### config.mk
export PLATFORM = sky130hd
export DESIGN_NAME = simon_seq_player
export DESIGN_NICKNAME = d
export VERILOG_FILES = /design/src/rtl/simon_pkg.sv /design/src/rtl/simon_timer.sv /design/src/rtl/simon_seq_player.sv
export SDC_FILE = /design/constraint.sdc
export NUM_CORES = 1
export LEC_CHECK = 0
export CAP_MARGIN = 20
export CORE_MARGIN = 2
export CORE_UTILIZATION = 25
export CTS_CLUSTER_SIZE = 16
export DETAILED_ROUTE_END_ITERATION = 12
export PLACE_DENSITY = 0.5
export REMOVE_ABC_BUFFERS = 1
export SYNTH_ARGS = -nofsm -noshare
export SYNTH_HDL_FRONTEND = slang
export SYNTH_SLANG_ARGS = --single-unit
### constraint.sdc
create_clock -name i_clk -period 2.2 [get_ports i_clk]
set_input_delay 0.44 -clock i_clk [delete_from_list [all_inputs] [get_ports i_clk]]
set_output_delay 0.44 -clock i_clk [all_outputs]
set_load 0.03 [all_outputs]
### src/rtl/simon_pkg.sv
// Shared types for the Simon sequencer: colour type, FSM state encoding and
// small elaboration-time helpers used for register sizing.
package simon_pkg;

  typedef logic [1:0] color_t;

  typedef enum logic [2:0] {
    IDLE,
    ADD,
    SHOW_ON,
    SHOW_OFF,
    WAIT_IN,
    ROUND,
    FAIL,
    WIN
  } state_t;

  function automatic int max3(input int a, input int b, input int c);
    int m;
    m = (a > b) ? a : b;
    return (m > c) ? m : c;
  endfunction

  // $clog2 that never returns 0, so a 1-entry range still gets a 1-bit field
  function automatic int clog2_min1(input int v);
    return (v <= 2) ? 1 : $clog2(v);
  endfunction

endpackage

### src/rtl/simon_timer.sv
// Loadable down-counter shared by playback and input-timeout phases.
// Holds at zero; o_done is high whenever the count is zero.
module simon_timer #(
  parameter int W = 3
) (
  input  logic         i_clk,
  input  logic         i_rst_n,
  input  logic         i_load,
  input  logic [W-1:0] i_load_val,
  output logic         o_done
);

  logic [W-1:0] r_count;

  always_ff @(posedge i_clk or negedge i_rst_n) begin
    if (!i_rst_n)
      r_count <= '0;
    else if (i_load)
      r_count <= i_load_val;
    else if (r_count != '0)
      r_count <= r_count - W'(1);
  end

  assign o_done = (r_count == '0);

endmodule

### src/rtl/simon_seq_player.sv
// Simon game sequencer: grows a colour sequence each round, plays it on the LED
// and checks button entry. Define SIMON_TIMEOUT_EN to fail on slow input.
module simon_seq_player
  import simon_pkg::*;
#(
  parameter int MAX_LEN        = 16,
  parameter int SHOW_CYCLES    = 8,
  parameter int GAP_CYCLES     = 4,
  parameter int TIMEOUT_CYCLES = 1024
) (
  input  logic                         i_clk,
  input  logic                         i_rst_n,
  input  logic                         i_start,
  input  logic [1:0]                   i_rand_color,
  input  logic                         i_btn_valid,
  input  logic [1:0]                   i_btn_color,
  output logic                         o_led_on,
  output logic [1:0]                   o_led_color,
  output logic                         o_awaiting_input,
  output logic                         o_round_ok,
  output logic                         o_game_over,
  output logic                         o_win,
  output logic [$clog2(MAX_LEN+1)-1:0] o_seq_len
);

  localparam int LW = $clog2(MAX_LEN + 1);
  localparam int IW = clog2_min1(MAX_LEN);
  localparam int TW = clog2_min1(max3(SHOW_CYCLES, GAP_CYCLES, TIMEOUT_CYCLES));

  state_t          r_state, w_nstate;
  logic [LW-1:0]   r_len;
  logic [IW-1:0]   r_idx;
  color_t          r_mem [MAX_LEN];

  logic            w_len_clr, w_len_inc, w_idx_clr, w_idx_inc;
  logic            w_tmr_load, w_tmr_done;
  logic [TW-1:0]   w_tmr_val;
  logic            w_last, w_full, w_match;
  color_t          w_cur;

  simon_timer #(.W(TW)) u_timer (
    .i_clk      (i_clk),
    .i_rst_n    (i_rst_n),
    .i_load     (w_tmr_load),
    .i_load_val (w_tmr_val),
    .o_done     (w_tmr_done)
  );

  assign w_cur   = r_mem[r_idx];
  assign w_last  = (LW'(r_idx) == (r_len - LW'(1)));
  assign w_full  = (r_len == LW'(MAX_LEN));
  assign w_match = (i_btn_color == w_cur);

  always_ff @(posedge i_clk or negedge i_rst_n) begin
    if (!i_rst_n)
      r_state <= IDLE;
    else
      r_state <= w_nstate;
  end

  always_comb begin
    w_nstate   = r_state;
    w_len_clr  = 1'b0;
    w_len_inc  = 1'b0;
    w_idx_clr  = 1'b0;
    w_idx_inc  = 1'b0;
    w_tmr_load = 1'b0;
    w_tmr_val  = '0;
    case (r_state)
      IDLE, FAIL, WIN: begin
        if (i_start) begin
          w_len_clr = 1'b1;
          w_nstate  = ADD;
        end
      end
      ADD: begin
        w_len_inc  = 1'b1;
        w_idx_clr  = 1'b1;
        w_tmr_load = 1'b1;
        w_tmr_val  = TW'(SHOW_CYCLES - 1);
        w_nstate   = SHOW_ON;
      end
      SHOW_ON: begin
        if (w_tmr_done) begin
          w_tmr_load = 1'b1;
          w_tmr_val  = TW'(GAP_CYCLES - 1);
          w_nstate   = SHOW_OFF;
        end
      end
      SHOW_OFF: begin
        if (w_tmr_done) begin
          if (w_last) begin
            w_idx_clr = 1'b1;
            w_nstate  = WAIT_IN;
`ifdef SIMON_TIMEOUT_EN
            w_tmr_load = 1'b1;
            w_tmr_val  = TW'(TIMEOUT_CYCLES - 1);
`endif
          end else begin
            w_idx_inc  = 1'b1;
            w_tmr_load = 1'b1;
            w_tmr_val  = TW'(SHOW_CYCLES - 1);
            w_nstate   = SHOW_ON;
          end
        end
      end
      WAIT_IN: begin
        // a press in the expiry cycle takes priority over the timeout
        if (i_btn_valid) begin
          if (!w_match)
            w_nstate = FAIL;
          else if (!w_last) begin
            w_idx_inc = 1'b1;
`ifdef SIMON_TIMEOUT_EN
            w_tmr_load = 1'b1;
            w_tmr_val  = TW'(TIMEOUT_CYCLES - 1);
`endif
          end else if (w_full)
            w_nstate = WIN;
          else
            w_nstate = ROUND;
        end
`ifdef SIMON_TIMEOUT_EN
        else if (w_tmr_done)
          w_nstate = FAIL;
`endif
      end
      ROUND:   w_nstate = ADD;
      default: w_nstate = IDLE;
    endcase
  end

  always_ff @(posedge i_clk or negedge i_rst_n) begin
    if (!i_rst_n) begin
      r_len <= '0;
      r_idx <= '0;
    end else begin
      if (w_len_clr)
        r_len <= '0;
      else if (w_len_inc)
        r_len <= r_len + LW'(1);
      if (w_idx_clr)
        r_idx <= '0;
      else if (w_idx_inc)
        r_idx <= r_idx + IW'(1);
    end
  end

  // Store is deliberately not reset; entries are only read below r_len.
  always_ff @(posedge i_clk) begin
    if (w_len_inc)
      r_mem[r_len[IW-1:0]] <= i_rand_color;
  end

  assign o_led_on         = (r_state == SHOW_ON);
  assign o_led_color      = o_led_on ? w_cur : 2'b00;
  assign o_awaiting_input = (r_state == WAIT_IN);
  assign o_round_ok       = (r_state == ROUND);
  assign o_game_over      = (r_state == FAIL);
  assign o_win            = (r_state == WIN);
  assign o_seq_len        = r_len;

endmodule
== After elaboration in Yosys (flattened, before gate mapping) ==
Memories as Yosys holds them, arrays and structs flattened.
Index checks and enable logic that the tools add are counted.

* Register bits after elaboration: 22
* Memory bits (writable): 32
* Bits of input ports: 8
* Output and inout bits: 12
* Logic and storage cells: 67
* Memories: 1

{| class="wikitable"
|+ Memories
! memory !! words !! bits a word !! rd ports !! clocked after Yosys merged registers in !! write ports !! RTL line !! source
|-
| r_mem || 16 || 2 || 1 || 0 || 1 || simon_seq_player.sv:33 || <nowiki>color_t r_mem [MAX_LEN];</nowiki>
|}

* Add/sub/neg operators: 4
* Eq/ne operators: 15
* Muxes and demuxes: 35
* Reduce and logical (&&, ||, !) cells: 8

{| class="wikitable"
|+ Operators by type and width
! cell !! number
|-
| 2-to-1 mux 3 bit || 9
|-
| 2-to-1 mux 10 bit || 2
|-
| case mux 3 bit (6 select lines) || 1
|-
| == test 3 bit, second input constant || 4
|-
| 2-to-1 mux 1 bit || 12
|-
| logical NOT 10 bit || 1
|-
| 2-to-1 mux 5 bit || 2
|-
| nonzero test 10 bit || 1
|-
| subtractor 10 x 1 -> 10 bit, second input constant || 1
|-
| case mux 3 bit (3 select lines) || 1
|-
| 2-to-1 mux 4 bit || 2
|-
| == test 3 x 2 -> 1 bit, second input constant || 2
|-
| 2-to-1 mux 2 bit || 3
|-
| nonzero test 2 bit || 3
|-
| adder 5 x 1 -> 5 bit, second input constant || 1
|-
| == test 4 x 5 -> 1 bit || 1
|-
| == test 5 bit, second input constant || 1
|-
| AND reduction 5 bit || 1
|-
| subtractor 5 x 1 -> 5 bit, second input constant || 1
|-
| adder 4 x 1 -> 4 bit, second input constant || 1
|-
| != test 2 x 1 -> 1 bit, second input constant || 2
|-
| != test 2 bit, second input constant || 2
|-
| case mux 1 bit (2 select lines) || 2
|-
| == test 3 x 1 -> 1 bit, second input constant || 1
|-
| other kinds (5) || 5
|}

== Depth between registers and ports, before layout ==
* Depth in word-level cells: 8
* Depth in mapped cells: 9
* Mapped depth without buffers: 8

== Cells and area by module ==
From an unflattened synthesis, not the netlist that was laid out.

* Cell total of the unflattened synthesis: 286
* Area, all modules: 3022.9 um2

{| class="wikitable"
|+ By module, submodules not included
! module !! times used !! cells an instance !! area each (um2) !! sequential area each (um2)
|-
| simon_seq_player || 1 || 219 || 2428.6 || 1261.2
|-
| simon_timer || 1 || 67 || 594.3 || 250.2
|}

== Worst setup path before layout ==
No wires, ideal clock.

* Path type: reg2reg
* Start: register r_len[0], in the netlist o_seq_len[0]
* End: register r_idx[2]
* Setup time: 0.087 ns
* Data arrival time: 2.446 ns
* Data required time: 2.113 ns
* Setup slack: -0.332 ns
* Stages on the path, launching flop included: 10
* Buffers on the path: 1
* Clock period less this slack: 2.532 ns
* Cell sequence: dfrtp_1 inv_1 ha_1 xor2_1 nor3b_1 o22ai_1 nor2_1 clkbuf_1 or4b_2 o211ai_1

* Longest elaborated chain between the ends: 7
* Elaborated cells between the ends (all ways): 12
* Classes of those cells: add/sub: 1; eq/ne: 1; mux: 9; reduce/logical: 1

{| class="wikitable"
|+ RTL lines
! element !! RTL line !! source
|-
| start, declared || simon_seq_player.sv:31 || <nowiki>logic [LW-1:0] r_len;</nowiki>
|-
| start signal, assigned || simon_seq_player.sv:141 || <nowiki>r_len <= r_len + LW'(1);</nowiki>
|-
| subtractor 5 x 1 -> 5 bit * || simon_seq_player.sv:50 || <nowiki>assign w_last = (LW'(r_idx) == (r_len - LW'(1)));</nowiki>
|-
| == test 4 x 5 -> 1 bit * || simon_seq_player.sv:50 ||
|-
| 2-to-1 mux 1 bit || simon_seq_player.sv:92, simon_seq_player.sv:112 ||
|-
| 2-to-1 mux 1 bit || simon_seq_player.sv:110 || <nowiki>if (!w_match)</nowiki>
|-
| 2-to-1 mux 1 bit || simon_seq_player.sv:109 || <nowiki>if (i_btn_valid) begin</nowiki>
|-
| case mux 1 bit (2 select lines) || simon_seq_player.sv:69 || <nowiki>case (r_state)</nowiki>
|-
| nonzero test 2 bit (no line) || n/a ||
|-
| end signal, assigned || simon_seq_player.sv:145 || <nowiki>r_idx <= r_idx + IW'(1);</nowiki>
|-
| end, declared || simon_seq_player.sv:32 || <nowiki>logic [IW-1:0] r_idx;</nowiki>
|}

Every way passes the cells marked *; elsewhere a longest branch is shown, timed or not.
A chain may end at the register's enable or synchronous reset.

== Worst setup path in the final report ==
* Start: register r_idx[1]
* End: register r_idx[3]

* Longest elaborated chain between the ends: 6
* Elaborated cells between the ends (all ways): 15
* Classes of those cells: add/sub: 1; eq/ne: 2; mux: 10; reduce/logical: 1; memory: 1

{| class="wikitable"
|+ RTL lines
! element !! RTL line
|-
| memory (16 x 2 bit) / == test 4 x 5 -> 1 bit (equally long branches) || n/a
|-
| == test 2 bit / 2-to-1 mux 1 bit (equally long branches) || simon_seq_player.sv:52, simon_seq_player.sv:92, simon_seq_player.sv:112
|-
| 2-to-1 mux 1 bit || simon_seq_player.sv:110
|-
| 2-to-1 mux 1 bit || simon_seq_player.sv:109
|-
| case mux 1 bit (2 select lines) || simon_seq_player.sv:69
|-
| nonzero test 2 bit (no line) || n/a
|}

Parallel ways exist; a longest one is shown, timed or not. The select of a mux whose other input is x is not followed.

==> reports/metrics.yaml <==
status:
  status: "complete, but fails checks"
  violations: "DRC, setup timing"
logic_synthesis:
  ys.warnings.count: 0
  synth_edf_count: 32
  synth.distinct_cells: 55
  synthFlopType: "edfxtp_1"
  ys_seq_area_share_pct: 50.7
  synth_area_mm2: 0.00298
  syn_area_per_cell_um2: 11.3
  yosys.area.top_type: "edfxtp_1"
  synth_area_leaders: "edfxtp_1 (32%), dfrtp_1 (18%), and2_1 (4.2%), mux2i_1 (3.4%), nor2_1 (3.1%)"
  yosysTopAreaCellShare_pct: 32.2
  async_flop_share_pct: 40.7
  synth.most_common_cell: "edfxtp_1"
  synthCells: 264
  synth_common_cells: "edfxtp_1 (32), nor2_1 (25), dfrtp_1 (22)"
  synth-seq-cells: 54
critical_path:
  crit_required_ns: 2.39
  crit_start: "r_idx[1]"
  cp_max_fo: 8
  cp-endpoint: "r_idx[3]"
  r2r_end: "r_idx[3]"
  path_class: "reg -> reg"
  ff2ff_setup_slack_ns: -0.27
  worst_r2r_path_depth: 8
  critPathLaunchType: "flop"
  critPathCaptureType: "flop"
  critPathArrivalTime_ns: 2.65
  r2r-start: "r_idx[1]"
floorplan:
  die-width_um: 113
  die-area_mm2: 0.0128
  die_y_um: 113
  io_pins: 20
  initial_core_util_pct: 25.9
  core_area_mm2: 0.0115
  placementRows: 39
timing:
  finalSetupViolations: 15
  grt_setup_unrepaired: "true"
  maxSlewViolCount: 0
  fin_worst_skew_ns: 0.00682
  fin_ws_ns: -0.266
  timing.final.crit_share_pct: 112
  tightest_slew_ns: 0.584
  fmax_mhz: 406
  relSlewSlack_pct: 61.0
  finalHoldViolCount: 0
  whs_ns: 0.486
  period_needed_ns: 2.47
drt:
  firstDrtPassIters: 8
  wl_per_cell_um: 14.8
  via_per_inst: 4.65
  drtAntennaViolNets: 0
  drt_iter0_drc: 97
  wl_um: 6840
  route.detailed.drc: 4
  vias: 2150
flow_run:
  max-cap-violations: 0
place:
  place_hpwl_um: 5080
  post_dp_cell_area_mm2: 0.00357
  gp_congestion: 0.766
  portBuffers: 19
global_routing:
  grt_pass1_wl_um: 11200
  grtUsageMet2_pct: 18.3
  antenna_found_initial: 0
  grt_pass1_vias: 2224
  met1_usage_pct: 14.9
  grt_util_all_layers_pct: 11.3
  grt_busiest_layer: "met2"
  grt_overflow: 0
  use_met3_pct: 2.20
  grt_max_degree: 23
cts:
  cts-htree-levels: 2
  clk_latency_ns: 0.30
  cts_root_buf: "clkbuf_16"
  holdBufCountCts: 0
  clockBufferDepth: 2
  clkTransAtPathRegs_ns: 0.07
  cts_tree: "built"
  cts_buffers: 5
  cts_sinks: 54
finish:
  fill_cells: 1167
  syn_to_final_growth_pct: 29.5
  multi_input_area_mm2: 0.00147
  antenna_cells: 0
  nNetsFinal: 333
  drive_above_1_share_pct: 24.8
  register_area_mm2: 0.00151
  stdcell_area_mm2: 0.00386
min_path:
  hp-class: "in -> async"
power_and_ir_drop:
  power_leakage_nw: 1.65
  ir_worst_vdd_mv: 0.268
  power_density_mw_per_mm2: 528
## stage by stage
| stage | instances | setup slack (ns) | power (W) | TNS (ns) | utilization (%) |
|---|---|---|---|---|---|
| after floorplan | 251 | -0.500 | 0.00110 | -4.45 | - |
| after global placement | 453 | -0.378 | 0.00114 | -2.55 | 31.0 |
| after detailed placement | 453 | -0.405 | 0.00114 | -2.73 | 31.0 |
| after CTS | 462 | -0.301 | 0.00207 | -2.39 | 33.1 |
| after global routing | 462 | -0.355 | 0.00210 | -4.23 | 33.5 |
| final | 462 | -0.266 | 0.00204 | -2.17 | 33.5 |
## state kept, by name, indices dropped and copies added (netlist names)
signal / count
r_mem: 32
u_timer.r_count: 10
o_seq_len: 5
r_idx: 4
r_state: 3
## critical path, stage by stage, from the launching register on
cell	delay [ns]
dfrtp_1	0.40
buf_6	0.15
mux2_4	0.29
mux4_2	0.51
buf_6	0.14
mux2i_4	0.16
o22ai_2	0.12
or3_1	0.32
a211o_1	0.26
## cells in the final DEF (no fill, tap or decap), types with 3 or more instances in the layout
master           instances
buf_4                   41
edfxtp_1                32
nor2_1                  23
dfrtp_1                 22
and2_1                  20
nand2_1                 16
clkdlybuf4s50_1         14
mux2i_1                  9
mux2_4                   8
inv_1                    7
nor3_1                   7
xnor2_1                  7
ha_1                     7
nand2b_1                 6
xor2_1                   6
o21ai_0                  6
a21oi_1                  6
and3_1                   5
clkbuf_16                5
mux4_2                   4
nor2b_1                  4
nand3_1                  4
nor3b_1                  3
o22ai_2                  3
or3_1                    3
buf_6                    3
## per-layer routing
metal	vias up	share of wire, %	routed length, um
met1	1045	48	3260
li1	1062	-	-
met4	0	2.0	139
met5	-	0	0
met3	9	3.0	208
met2	34	47	3230
## final cells by class
type                            count  share of cell area, %
Clock buffer                        5                   3.24
Clock inverter                      3                   1.26
Inverter                            7                  0.681
Multi-Input combinational cell    190                   38.0
Tap cell                          143                   4.64
Sequential cell                    54                   39.2
Timing Repair Buffer               60                   13.0
## worst min path at each step
stage	end	slack [ns]	from	cells after the start
detailed placement	u_timer.r_count[1]	0.52	u_timer.r_count[1]	1
global placement	u_timer.r_count[1]	0.51	u_timer.r_count[1]	1
CTS	r_state[2]	0.49	i_rst_n	2
finish	r_state[2]	0.49	i_rst_n	2
global route	r_state[2]	0.51	i_rst_n	2
floorplan	o_seq_len[0]	0.14	i_rst_n	0
## cell families after synthesis
group                    count (synthesis)  share of synthesized area [%]
buffers and inverters                   20                           3.40
AO/OA/AOI/OAI                           41                           9.74
flip-flops                              54                           50.7
AND/OR/NAND/NOR                        105                           18.9
adder cells (fa/ha/maj)                  7                           2.94
multiplexers                            24                           10.5
XOR/XNOR                                13                           3.82
## power by group
part | internal (W) | total (W) | switching [W]
registers | 0.00107 | 0.00107 | 0
clock network | 0.000545 | 0.000917 | 0.000372
logic | 0.0000194 | 0.0000454 | 0.0000260
total | 0.00164 | 0.00204 | 0.000398
## repair_timing
item,4_1_cts,5_1_grt
pin swaps,8,3
buffers inserted,1,0
resized for setup,27,12
endpoints found under the setup margin,18,18
No activity file was read; power rests on OpenSTA's default activity.
